--- src/rtl/pow5_pkg.sv ---
// Shared types and constants for the power-of-5 unit.
// Sizes the sequential multiply count and the pipeline depth.
package pow5_pkg;

  localparam int W            = 18;
  localparam int SEQ_MULTS    = 4;
  localparam int PIPE_LATENCY = 3;

  typedef logic [W-1:0] data_t;

  typedef enum logic {
    IDLE = 1'b0,
    BUSY = 1'b1
  } state_t;

endpackage

--- src/rtl/pow5_seq_fsm.sv ---
// Multicycle n^5 engine: one multiplier reused for four passes behind a run/ready handshake.
// The result register holds the last completed value until the next completion.
module pow5_seq_fsm
  import pow5_pkg::*;
#(
  parameter int W = pow5_pkg::W
) (
  input  logic         i_clk,
  input  logic         i_rst_n,
  input  logic         i_run,
  input  logic [W-1:0] i_n,
  output logic         o_ready,
  output logic [W-1:0] o_result
);

  localparam int CNT_W = $clog2(SEQ_MULTS);
  localparam logic [CNT_W-1:0] LAST_CNT = CNT_W'(SEQ_MULTS - 1);

  state_t           r_state;
  state_t           w_state_next;
  logic [W-1:0]     r_n;
  logic [W-1:0]     r_acc;
  logic [W-1:0]     r_result;
  logic [W-1:0]     w_prod;
  logic [CNT_W-1:0] r_cnt;
  logic             r_ready;
  logic             w_start;
  logic             w_done;

  assign w_prod = r_acc * r_n;

  always_comb begin
    w_state_next = r_state;
    w_start      = 1'b0;
    w_done       = 1'b0;
    case (r_state)
      IDLE: begin
        if (i_run) begin
          w_start      = 1'b1;
          w_state_next = BUSY;
        end else begin
          w_state_next = IDLE;
        end
      end
      BUSY: begin
        if (r_cnt == LAST_CNT) begin
          w_done       = 1'b1;
          w_state_next = IDLE;
        end else begin
          w_state_next = BUSY;
        end
      end
      default: w_state_next = IDLE;
    endcase
  end

  always_ff @(posedge i_clk or negedge i_rst_n) begin
    if (!i_rst_n) begin
      r_state <= IDLE;
    end else begin
      r_state <= w_state_next;
    end
  end

  // Operand capture on start; multiply-accumulate while busy, publish on the last pass.
  always_ff @(posedge i_clk or negedge i_rst_n) begin
    if (!i_rst_n) begin
      r_n      <= {W{1'b0}};
      r_acc    <= {W{1'b0}};
      r_cnt    <= {CNT_W{1'b0}};
      r_result <= {W{1'b0}};
      r_ready  <= 1'b1;
    end else if (w_start) begin
      r_n     <= i_n;
      r_acc   <= i_n;
      r_cnt   <= {CNT_W{1'b0}};
      r_ready <= 1'b0;
    end else if (r_state == BUSY) begin
      r_acc <= w_prod;
      r_cnt <= r_cnt + CNT_W'(1);
      if (w_done) begin
        r_result <= w_prod;
        r_ready  <= 1'b1;
      end
    end
  end

  assign o_ready  = r_ready;
  assign o_result = r_result;

endmodule

--- src/rtl/pow_5_unit.sv ---
// n^5 mod 2^W via sequential, combinational and 3-stage pipelined engines on one operand bus.
// Optional POW5_PIPE_VALID_EN adds a valid bit that gates the pipeline register loads.
module pow_5_unit
  import pow5_pkg::*;
#(
  parameter int W = pow5_pkg::W
) (
  input  logic         clock,
  input  logic         reset_n,
  input  logic         run,
  input  logic [W-1:0] n,
`ifdef POW5_PIPE_VALID_EN
  input  logic         pipe_in_valid,
  output logic         pipe_out_valid,
`endif
  output logic         ready,
  output logic [W-1:0] n_pow_5_seq,
  output logic [W-1:0] n_pow_5_comb,
  output logic [W-1:0] n_pow_5_pipe
);

  logic [W-1:0] w_sq;
  logic [W-1:0] w_q4;
  logic [W-1:0] r_s1_n;
  logic [W-1:0] r_s1_sq;
  logic [W-1:0] r_s2_n;
  logic [W-1:0] r_s2_q4;
  logic [W-1:0] r_pipe;
  logic         w_ld1;
  logic         w_ld2;
  logic         w_ld3;

  pow5_seq_fsm #(
    .W(W)
  ) u_seq (
    .i_clk   (clock),
    .i_rst_n (reset_n),
    .i_run   (run),
    .i_n     (n),
    .o_ready (ready),
    .o_result(n_pow_5_seq)
  );

  assign w_sq         = n * n;
  assign w_q4         = w_sq * w_sq;
  assign n_pow_5_comb = w_q4 * n;

`ifdef POW5_PIPE_VALID_EN
  logic [PIPE_LATENCY-1:0] r_valid;

  always_ff @(posedge clock or negedge reset_n) begin
    if (!reset_n) begin
      r_valid <= {PIPE_LATENCY{1'b0}};
    end else begin
      r_valid <= {r_valid[PIPE_LATENCY-2:0], pipe_in_valid};
    end
  end

  assign w_ld1          = pipe_in_valid;
  assign w_ld2          = r_valid[0];
  assign w_ld3          = r_valid[1];
  assign pipe_out_valid = r_valid[PIPE_LATENCY-1];
`else
  assign w_ld1 = 1'b1;
  assign w_ld2 = 1'b1;
  assign w_ld3 = 1'b1;
`endif

  // Square, then fourth power, then multiply back by the delayed operand.
  always_ff @(posedge clock or negedge reset_n) begin
    if (!reset_n) begin
      r_s1_n  <= {W{1'b0}};
      r_s1_sq <= {W{1'b0}};
      r_s2_n  <= {W{1'b0}};
      r_s2_q4 <= {W{1'b0}};
      r_pipe  <= {W{1'b0}};
    end else begin
      if (w_ld1) begin
        r_s1_n  <= n;
        r_s1_sq <= w_sq;
      end
      if (w_ld2) begin
        r_s2_n  <= r_s1_n;
        r_s2_q4 <= r_s1_sq * r_s1_sq;
      end
      if (w_ld3) begin
        r_pipe <= r_s2_q4 * r_s2_n;
      end
    end
  end

  assign n_pow_5_pipe = r_pipe;

endmodule

--- config.mk ---
export PLATFORM = sky130hd
export DESIGN_NAME = pow_5_unit
export DESIGN_NICKNAME = d
export VERILOG_FILES = /design/src/rtl/pow5_pkg.sv /design/src/rtl/pow5_seq_fsm.sv /design/src/rtl/pow_5_unit.sv
export SDC_FILE = /design/constraint.sdc
export NUM_CORES = 2
export LEC_CHECK = 0
export CORE_ASPECT_RATIO = 0.75
export CORE_MARGIN = 2
export CORE_UTILIZATION = 40
export CTS_CLUSTER_SIZE = 14
export DETAILED_ROUTE_END_ITERATION = 8
export PLACE_DENSITY = 0.55
export SYNTH_ARGS = -nofsm -noshare
export SYNTH_HDL_FRONTEND = slang
export SYNTH_SLANG_ARGS = --single-unit
--- constraint.sdc ---
create_clock -name clock -period 23.8 [get_ports clock]
set_input_delay 4.76 -clock clock [delete_from_list [all_inputs] [get_ports clock]]
set_output_delay 4.76 -clock clock [all_outputs]
set_load 0.02 [all_outputs]
Yosys cells after proc, flatten, opt, wreduce, memory -nomap -nowiden

Cells that the tools add are included.

Flip-flop bits (word level): 148
Bits of input ports: 21
Output and inout bits: 55

Add/subtract/negate cells: 1
Multiply operators: 6
Eq/ne operators: 1
Mux-type cells: 13
Bitwise operators: 2
Reduce and logical (&&, ||, !) cells: 4

Operator list:

| cell                  | number |
|---|---|
| $mul A18 B18 Y18      | 6 |
| $mux W18              | 2 |
| $mux W1               | 8 |
| $mux W2               | 2 |
| $reduce_bool A2 Y1    | 2 |
| $reduce_and A3 Y1     | 1 |
| $add A2 B1 Y2 const B | 1 |
| $eq A2 B2 Y1 const B  | 1 |
| $not A1 Y1            | 2 |
| $pmux W1 S2           | 1 |
| $reduce_and A2 Y1     | 1 |

Longest topological paths before layout

Depth in word-level cells: 6
Mapped depth: 56

Modules after synthesis

A second synthesis with hierarchy kept.

Cells, all modules: 3,038
Area, all modules: 28,662.5 µm²

Modules (own cells, without submodules):

| module       | instances | cells each | area each (µm²) | sequential area each (µm²) |
|---|---|---|---|---|
| pow_5_unit   | 1         | 2,252      | 21,225.4        | 2,127.0 |
| pow5_seq_fsm | 1         | 786        | 7,437.1         | 1,452.6 |

Worst setup path after synthesis

OpenSTA, ideal clock, no wires.

Kind: input-to-output
Start point: in n[2]
End point: out n_pow_5_comb[17]
Data arrival time: 17,631 ps
Data required time: 19,040 ps
Setup slack: 1,409 ps
Stages on the path: 48
Buffers on the path: 2
Path through: clkbuf_1 clkbuf_1 nand2_1 fa_1 fa_1 inv_1 ha_1 ha_1 inv_1 fa_1 inv_1 ha_1 fa_1 a21o_1 a21oi_1 xnor2_1 and2_1 inv_1 [12 not listed] fa_1 fa_1 inv_1 fa_1 inv_1 fa_1 inv_1 fa_1 xnor2_1 xnor2_1 xnor2_1 xnor2_1 xnor2_1 xnor3_1 xnor2_2 xnor2_1 xnor2_2 xnor2_1

Cells in the longest elaborated chain, start to end: 3

Ends and longest elaborated chain:

| item              | RTL line         | source |
|---|---|---|
| from (decl)       | pow_5_unit.sv:11 | `input logic [W-1:0] n,` |
| $mul A18 B18 Y18  | pow_5_unit.sv:44 | `assign w_sq = n * n;` |
| named net w_sq[9] | pow_5_unit.sv:22 | `logic [W-1:0] w_sq;` |
| $mul A18 B18 Y18  | pow_5_unit.sv:45 | `assign w_q4 = w_sq * w_sq;` |
| $mul A18 B18 Y18  | pow_5_unit.sv:46 | `assign n_pow_5_comb = w_q4 * n;` |
| to (decl)         | pow_5_unit.sv:18 | `output logic [W-1:0] n_pow_5_comb,` |

The timed path passes the listed nets, and every way through them passes these cells.

Worst setup path after layout

Start point: in n[4]
End point: out n_pow_5_comb[17]

The elaborated chain is that of the path after synthesis.

==> results_dict.tcl <==
set metrics [dict create \
    tritoncts "done" \
    max_cap_viol_count 0 \
    final_layout_size_suffix_gt1_share_pct 4.83 \
    grt_setup_unrepaired "false" \
    synth-xor-area-share_pct 5.91 \
    critical-path-slowest-cell "sky130_fd_sc_hd__fa_1" \
    yosysTopAreaCellShare_pct 36.4 \
    drt-pass1-iter-count 7 \
    hold-path-cell-count 0 \
    worstReg2RegStart "u_seq.r_n[0]" \
    status "completed" \
    cts.clk_slew.worst_paths_ns 0.07 \
    hold_buffers 0 \
    first_drt_iteration_drcs 1001 \
    synth.yosys.seq_area_share_pct 12.5 \
    synth_top_family_by_area "adder cells" \
    finalCritPeriodShare_pct 97.1 \
    ctsHtreeMaxLevel 4 \
    slew-limit-headroom_pct 30.2 \
    multiInputGateArea_sq_mm 0.0218 \
    r2r_slack_ns 17.54 \
    vias_per_cell 4.73 \
    reg2reg_to "u_seq.o_result[15]" \
    clk-insertion-delay-late_ns 0.45 \
    drt.antenna.violating_nets 0 \
    skew_ns 0.0134 \
    setup_total_negative_slack_ns 0 \
    design.portCount 76 \
    number_of_buffers_between_clock_root_and_the_deepest_sink 2 \
    fp.dieH_microns 236 \
    period_minus_slack_ns 23.12 \
    area_growth_pct 9.37 \
    place_hpwl_microns 57700 \
    timing_worst_setup_path_type "input pin to output pin" \
    synth_area_per_cell_sq_um 9.43 \
    ff_latch_area_sq_mm 0.00358 \
    synth-main-ff-cell "sky130_fd_sc_hd__dfrtp_1" \
    maxClockFrequency_mhz 43.3 \
    worst_ep_required_time_ns 19.04 \
    cts-root-buf "sky130_fd_sc_hd__clkbuf_16" \
    synth_cell_types 51 \
    numPortBuffers 75 \
    synth_enable_flop_cells 0 \
    initial_antenna_violation_count 1 \
    routability_congestion 0.870 \
    totalWireLength_microns 69100 \
    drc 0 \
    postSynthCellCount 3031 \
    synth-simple-area-share_pct 13.1 \
    post_synth_fa_ha_maj_area_fraction_pct 52.2 \
    vias_in_the_first_global_route 21400 \
    holdCritPathClass "flop to flop" \
    cp_max_fo 18 \
    critPathCaptureType "output pin" \
    timing.final.setup_violations 0 \
    postSynth.asyncResetShare_pct 100 \
    wl_per_cell_microns 17.0 \
    die-width_microns 313 \
    globalRouteOverflowTotal 0 \
    design.final.nets 3995 \
    final_max_slew_viol_count 0 \
    share_of_synthesized_area_spent_on_multiplexers_pct 1.75 \
    fillCellCount 6846 \
    placementRows 84 \
    worstMarginPinSlew_ns 1.05 \
    global_route.usage.total_pct 20.1 \
    core_sq_mm 0.0704 \
    timing.hold.worst.start "r_s1_n[12]" \
    worstRegToRegCells 21 \
    worst_ep_arrival_time_ns 18.36 \
    vias 19200 \
    hold-path-endpoint "r_s2_n[12]" \
    netlist_top_cells_area "sky130_fd_sc_hd__fa_1 (36%), sky130_fd_sc_hd__ha_1 (16%), sky130_fd_sc_hd__dfrtp_1 (12%), sky130_fd_sc_hd__inv_1 (10%), sky130_fd_sc_hd__and2_1 (6.5%)" \
    final-hold-violation-count 0 \
    synth_cell_area_sq_mm 0.0286 \
    synth_area_leader_cell "sky130_fd_sc_hd__fa_1" \
    synthesis.yosys.warnings 0 \
    synth_compound_gate_area_share_pct 3.07 \
    floorplan.initialDensity_pct 40.6 \
    slowest_cell_delay_on_critical_path_ns 0.57 \
    die-area_sq_mm 0.0737 \
    grt_first_pass_wirelength_microns 117000 \
    timing.critical_path.from_type "input pin" \
    maximum_number_of_pins_on_one_net_before_global_route_repair 87 \
    most_common_cell_on_crit_path "sky130_fd_sc_hd__fa_1" \
    clock_sinks 143 \
    number_of_buffers_created_by_cts 17 \
    yosys_register_bits 143 \
]
[state kept, by name (all words and copies together), names as in the netlist, 2 cells and up]
register,count
n_pow_5_pipe,18
u_seq.r_acc,18
r_s2_n,18
u_seq.o_result,18
u_seq.r_cnt,2
u_seq.r_n,18
r_s2_q4,16
r_s1_sq,16
r_s1_n,17
[metrics by stage]
step | util [%] | setup slack [ns] | area (sq um) | std cells | hold slack [ns]
floorplan | - | 1.41 | 28600 | 3039 | 0.331
global placement | 43.5 | 0.175 | 30600 | 4019 | 0.333
detailed placement | 43.5 | 0.0442 | 30600 | 4019 | 0.335
CTS | 44.4 | 0.00512 | 31200 | 4051 | 0.343
global route | 44.4 | 0.0114 | 31300 | 4053 | 0.353
finish | 44.4 | 0.680 | 31300 | 4054 | 0.341
[synthesized netlist by cell type, types with 9 or more instances]
master,count
sky130_fd_sc_hd__a21oi_1,38
sky130_fd_sc_hd__mux2_2,31
sky130_fd_sc_hd__nand2_1,364
sky130_fd_sc_hd__o21ai_0,43
sky130_fd_sc_hd__nor3_1,9
sky130_fd_sc_hd__ha_1,361
sky130_fd_sc_hd__xor2_1,29
sky130_fd_sc_hd__inv_1,769
sky130_fd_sc_hd__and2_1,298
sky130_fd_sc_hd__dfrtp_1,142
sky130_fd_sc_hd__nor2b_1,16
sky130_fd_sc_hd__clkbuf_1,93
sky130_fd_sc_hd__nor2_1,49
sky130_fd_sc_hd__a21o_1,11
sky130_fd_sc_hd__fa_1,520
sky130_fd_sc_hd__mux2i_1,15
sky130_fd_sc_hd__xnor2_1,147
[layer usage]
metal  global-route usage [%]  part of all wire [%]  vias up
li1                         -                     -     8960
met2                     32.1                    46      448
met3                     2.70                   5.0       37
met4                     2.96                   1.1        0
met5                        0                     0        -
met1                     29.5                    48     9717
[worst max-delay path: cells and delay by family]
kind	cells	cell delay, ns
XOR/XNOR	12	2.26
AO/OA/AOI/OAI	1	0.30
adder cells (fa/ha/maj)	19	8.70
AND/OR/NAND/NOR	3	0.53
buffers and inverters	15	1.79
[cell families after synthesis]
| logic type | after synthesis |
|---|---|
| AO/OA/AOI/OAI | 140 |
| XOR/XNOR | 184 |
| adder cells (fa/ha/maj) | 881 |
| buffers and inverters | 871 |
| flip-flops | 143 |
| multiplexers | 46 |
| other | 2 |
| AND/OR/NAND/NOR | 764 |
[how the worst max path moves through the flow]
stage / from / end
floorplan: n[2] / n_pow_5_comb[17]
global route: n[3] / n_pow_5_comb[17]
CTS: n[6] / n_pow_5_comb[17]
detailed placement: n[6] / n_pow_5_comb[17]
finish: n[4] / n_pow_5_comb[17]
global placement: n[5] / n_pow_5_comb[17]
[cell usage in the layout, fill, tap and decap left out, types with 5 or more instances in the layout]
| cell | count |
|---|---|
| sky130_fd_sc_hd__a211oi_1 | 5 |
| sky130_fd_sc_hd__a21boi_0 | 8 |
| sky130_fd_sc_hd__a21o_1 | 11 |
| sky130_fd_sc_hd__a21oi_1 | 36 |
| sky130_fd_sc_hd__and2_1 | 298 |
| sky130_fd_sc_hd__buf_4 | 57 |
| sky130_fd_sc_hd__clkbuf_16 | 17 |
| sky130_fd_sc_hd__clkdlybuf4s50_1 | 71 |
| sky130_fd_sc_hd__conb_1 | 10 |
| sky130_fd_sc_hd__dfrtp_1 | 142 |
| sky130_fd_sc_hd__fa_1 | 520 |
| sky130_fd_sc_hd__ha_1 | 361 |
| sky130_fd_sc_hd__inv_1 | 769 |
| sky130_fd_sc_hd__inv_6 | 8 |
| sky130_fd_sc_hd__mux2_2 | 31 |
| sky130_fd_sc_hd__mux2i_1 | 15 |
| sky130_fd_sc_hd__nand2_1 | 364 |
| sky130_fd_sc_hd__nand2b_1 | 8 |
| sky130_fd_sc_hd__nor2_1 | 49 |
| sky130_fd_sc_hd__nor2b_1 | 16 |
| sky130_fd_sc_hd__nor3_1 | 9 |
| sky130_fd_sc_hd__o211ai_1 | 5 |
| sky130_fd_sc_hd__o21ai_0 | 43 |
| sky130_fd_sc_hd__o21bai_1 | 8 |
| sky130_fd_sc_hd__or3_1 | 6 |
| sky130_fd_sc_hd__xnor2_1 | 145 |
| sky130_fd_sc_hd__xnor2_2 | 8 |
| sky130_fd_sc_hd__xor2_1 | 29 |
[final cells by class]
| cell class | instances | share of cell area (%) |
|---|---|---|
| diodes | 2 | 0.0160 |
| multi-input cells | 2025 | 69.7 |
| well taps | 946 | 3.78 |
| clock buffers | 17 | 1.36 |
| flip-flops and latches | 143 | 11.4 |
| inverters | 772 | 9.27 |
| repair buffers | 134 | 3.86 |
| clock inverters | 15 | 0.600 |
[what timing repair did]
action | CTS | global route
endpoints found under the setup margin | 0 | 1
resized for setup | 0 | 9
hold endpoints to repair | 0 | 0
setup buffers | 0 | 1
Power is left out: the tool's default activity adds up to more than one toggle a clock period on the data nets, which glitch-free logic cannot reach.
